===== src/rtl/fetch_stage.sv =====
// Instruction-fetch stage: owns the program counter, drives the word-aligned
// fetch address to the combinational instruction memory, and registers the
// returned word into the IF/ID pipeline register. Handles stall, taken
// redirects from execute, and a terminal fault on misaligned redirect targets.
module fetch_stage #(
  parameter int unsigned                     DATA_WIDTH_LENGTH = 32,
  parameter int unsigned                     INST_WIDTH_LENGTH = 32,
  parameter logic [DATA_WIDTH_LENGTH-1:0]    RESET_PC          = 32'h0000_0000,
  parameter logic [INST_WIDTH_LENGTH-1:0]    NOP_INST          = 32'h0000_0013
) (
  input  logic                         i_clk,
  input  logic                         i_rst_n,
  input  logic                         i_stall,
  input  logic                         i_redirect,
  input  logic [DATA_WIDTH_LENGTH-1:0] i_redirect_pc,
  output logic [DATA_WIDTH_LENGTH-1:0] o_imem_addr,
  input  logic [INST_WIDTH_LENGTH-1:0] i_imem_data,
  output logic [DATA_WIDTH_LENGTH-1:0] o_pc,
  output logic [DATA_WIDTH_LENGTH-1:0] o_pc_plus4,
  output logic [INST_WIDTH_LENGTH-1:0] o_inst,
  output logic                         o_valid,
  output logic                         o_fault,
  output logic [DATA_WIDTH_LENGTH-1:0] o_fault_addr,
  output logic [31:0]                  o_fetch_count
);

  typedef enum logic [1:0] {
    BOOT  = 2'd0,
    RUN   = 2'd1,
    FAULT = 2'd2
  } state_t;

  state_t                         state;
  logic [DATA_WIDTH_LENGTH-1:0]   pc;
  logic [DATA_WIDTH_LENGTH-1:0]   pc_next_seq;
  logic                           redirect_misaligned;

  // The PC register goes straight to memory; the low two bits never leave 00
  // because only aligned targets and +4 increments are ever loaded.
  assign o_imem_addr         = pc;
  assign pc_next_seq         = pc + DATA_WIDTH_LENGTH'(4);
  assign o_pc_plus4          = o_pc + DATA_WIDTH_LENGTH'(4);
  assign redirect_misaligned = (i_redirect_pc[1:0] != 2'b00);

  // Fetch FSM: one boot cycle, then redirect > stall > sequential fetch, with a terminal fault state.
  always_ff @(posedge i_clk or negedge i_rst_n) begin
    if (!i_rst_n) begin
      state         <= BOOT;
      pc            <= RESET_PC;
      o_pc          <= '0;
      o_inst        <= NOP_INST;
      o_valid       <= 1'b0;
      o_fault       <= 1'b0;
      o_fault_addr  <= '0;
      o_fetch_count <= '0;
    end else begin
      case (state)
        BOOT: begin
          state <= RUN;
        end
        RUN: begin
          if (i_redirect) begin
            o_valid <= 1'b0;
            o_inst  <= NOP_INST;
            if (redirect_misaligned) begin
              state        <= FAULT;
              o_fault      <= 1'b1;
              o_fault_addr <= i_redirect_pc;
            end else begin
              pc <= i_redirect_pc;
            end
          end else if (!i_stall) begin
            o_pc          <= pc;
            o_inst        <= i_imem_data;
            o_valid       <= 1'b1;
            pc            <= pc_next_seq;
            o_fetch_count <= o_fetch_count + 32'd1;
          end
        end
        FAULT: begin
          o_valid <= 1'b0;
          o_fault <= 1'b1;
        end
        default: begin
          state   <= FAULT;
          o_valid <= 1'b0;
          o_fault <= 1'b1;
        end
      endcase
    end
  end

endmodule


===== config.mk =====
export PLATFORM = sky130hd
export DESIGN_NAME = fetch_stage
export DESIGN_NICKNAME = d
export VERILOG_FILES = /design/src/rtl/fetch_stage.sv
export SDC_FILE = /design/constraint.sdc
export NUM_CORES = 1
export LEC_CHECK = 0
export CORE_MARGIN = 4
export CORE_UTILIZATION = 46
export CTS_CLUSTER_SIZE = 8
export DETAILED_ROUTE_END_ITERATION = 8
export GPL_TIMING_DRIVEN = 0
export PLACE_DENSITY = 0.81
export SYNTH_ARGS = -nofsm -noshare
export SYNTH_HDL_FRONTEND = slang
export SYNTH_SLANG_ARGS = --single-unit

===== constraint.sdc =====
create_clock -name i_clk -period 2.5 [get_ports i_clk]
set_input_delay 0.25 -clock i_clk [delete_from_list [all_inputs] [get_ports i_clk]]
set_output_delay 0.25 -clock i_clk [all_outputs]
set_load 0.01 [all_outputs]

==> reports/metrics.csv <==
metric,value,unit
synth_area,7810,um2
place_congestion,0.9061,
hold_path_class,input pin to async pin,
area_growth,49.23,%
synth_nets,837,
power_switching,2.892,mW
skew,9.540,ps
first_pass_iters,6,
synth_seq_cells,164,
critPathKind,register to primary output,
placed_area,10730,um2
root_buffer,clkbuf_16,
p_seq_share,39.5,%
die-area,19130,um2
rsz0062_at_grt,yes,
ant_nets,0,
fin_nets,1138,
topRoutingLayerUsed,met4,
met2WireLength,12430,um
grt_start_max_net_pins,92,
crit_path_end_kind,primary output,
cts_sinks,164,
peakVddDrop,514.4,uV
startpoint_type,register,
layout-drive-gt1-share,13.24,%
tightest_slew,693.2,ps
cts_tree,done,
max_freq,398.3,MHz
dpl.hpwl,18460,um
num_io_pins,262,
cp_data_required_time,2250,ps
yosys_warnings,0,
wl_per_cell,19.74,um
cp_max_fo,5,
status,"finished, violations left",
die_x,138.3,um
max-slew-margin-rel,53.78,%
power_density,803.2,nW/um2
numCtsBuffers,17,
portBuffers,261,
clkPwrFrac,26.4,%
drtIter0Drc,587,
wl_met3,1924,um
wl,25660,um
path_clk_slew,70,ps
setup_viol,1,
syn_area_per_cell,10.20,um2
final_common_cell,clkdlybuf4s50_1,
setup_slack,-10.53,ps
hold_viol_final,0,
cp.arrival,2260,ps
via_per_inst,5.675,
chipHeight,138.3,um
grt_overflow_total,0,
leakagePower,5.092,nW
slew_violations,0,
comb_power_share,34.2,%
fin_crit,2511,ps
clock_path_buffers,2,
ys.flop_type,dfrtp_1,
maxCapViolations,0,
grt_antenna_before_repair,0,
final_cell_mix,"clkdlybuf4s50_1, dfrtp_1, nand2_1, nand3_1",
grt_usage,25.65,%
grt_pass1_vias,7127,
tns,-10.53,ps
yosysSeqAreaShare,52.60,%
synth_edf_count,0,
ff2ff_path_depth,5,
violations,setup timing,
period_share,100.4,%
syn_inst,766,
core-area,16580,um2
dr_total_vias,7377,
async_flop_share,100.0,%
synthDistinctLibCells,55,
clk_latency,430,ps
grt_first_pass_wirelength,39600,um
drc,0,
rows,47,
initial_core_util,47.10,%
internal_power,6.469,mW
htree_levels,4,
final_cell_area,11650,um2
met1_length,10460,um
switching_share,30.89,%
n_antenna_cell,0,
worst max-delay path, stage by stage, from the launching register on:
cell and delay (ps):
dfrtp_2 380, and4_4 320, nand3_4 180, nor3_2 250, xor2_1 160, clkdlybuf4s50_1 550
sequential cells by signal, indices dropped and copies added (netlist names):
| register | flops |
|---|---|
| o_pc | 32 |
| o_inst | 32 |
| o_fault | 1 |
| o_fetch_count | 32 |
| o_imem_addr | 32 |
| state | 2 |
| o_valid | 1 |
| o_fault_addr | 32 |
per-layer routing:
layer	vias up	track usage (%)
met2	335	41.60
met1	3622	33.07
met5	-	0
met3	60	6.388
li1	3360	-
met4	0	10.50
final timing paths:
kind                                      to  slack [ps]               from
setup / recovery              o_pc_plus4[23]         -10            o_pc[9]
hold / removal             o_fetch_count[19]         370            i_rst_n
setup reg to reg                    o_pc[12]         150           state[1]
hold reg to reg                      o_fault         470            o_fault
max in group asynchronous           o_pc[12]        1260            i_rst_n
min in group i_clk           o_imem_addr[11]         430  i_redirect_pc[11]
power groups by stage:
stage | registers (mW) | clock network (mW) | logic [mW]
floorplan | 3.99 | 0 | 0.826
global placement | 3.76 | 0 | 2.91
detailed placement | 3.79 | 0 | 2.96
CTS | 3.73 | 2.49 | 3.12
global route | 3.77 | 2.60 | 3.42
finish | 3.69 | 2.47 | 3.20
stage by stage:
stage / setup slack [ps] / instances / utilization, % / hold WS (ps) / power [mW]
after CTS: -33.16 / 1290 / 69.28 / 396.1 / 9.342
after global placement: -5580 / 1247 / 64.51 / 452.4 / 6.672
final: -10.53 / 1300 / 70.28 / 374.0 / 9.361
after global routing: -67.65 / 1300 / 70.28 / 421.8 / 9.794
after detailed placement: -391.6 / 1248 / 64.71 / 257.9 / 6.756
after floorplan: 553.2 / 766 / - / -45.59 / 4.813
synthesized netlist by cell type (3+ instances only):
library cell / number / share of area (%)
nand4_1: 27 / 2.2
and4_1: 12 / 1.3
xnor2_1: 28 / 3.1
a311oi_1: 5 / 0.56
or3_1: 4 / 0.32
a21oi_1: 11 / 0.70
nor2b_1: 5 / 0.40
nand2_1: 125 / 6.0
o21ai_0: 18 / 1.2
dfstp_2: 3 / 1.0
nor2_1: 25 / 1.2
nor4_2: 3 / 0.48
buf_2: 5 / 0.32
mux2_2: 31 / 4.5
nor4_1: 21 / 1.7
o22ai_1: 15 / 1.2
and2_1: 8 / 0.64
clkbuf_1: 31 / 1.5
and3_1: 12 / 0.96
or4_1: 5 / 0.48
o22a_1: 3 / 0.34
o211ai_1: 5 / 0.48
nor3b_1: 5 / 0.48
xor2_1: 31 / 3.5
a22o_1: 29 / 3.3
a211oi_1: 6 / 0.58
dfrtp_1: 161 / 52
a22oi_1: 11 / 1.1
ha_1: 3 / 0.48
nand3_1: 35 / 2.2
nor3_1: 31 / 2.0
buf_1: 8 / 0.38
inv_1: 18 / 0.87
cell type report:
cell class | instances | area (um2)
tap | 220 | 275.3
fill | 1282 | 4928
clock inverter | 12 | 98.84
buffer | 44 | 188.9
multi-input combinational | 538 | 3613
clock buffer | 20 | 456.7
timing repair buffer | 283 | 2825
sequential | 164 | 4125
inverter | 19 | 71.32
timing repair:
item	CTS	global route
pin swaps	3	3
resized for setup	37	25
gates cloned	0	2
setup endpoints to repair	21	29
hold buffers	1	0
hold endpoints to repair	70	0
buffers inserted	12	8
cell families after synthesis:
family	count (synthesis)	share of synthesized area, %
adders and majority gates	3	0.4807
buffers and inverters	66	3.444
AOI/OAI and AO/OA	114	10.38
DFF	164	52.60
xor gates and xnor gates	59	6.617
muxes	33	4.726
and+or+nand+nor	327	21.76
Note: power is estimated with default switching activity, not from simulation.
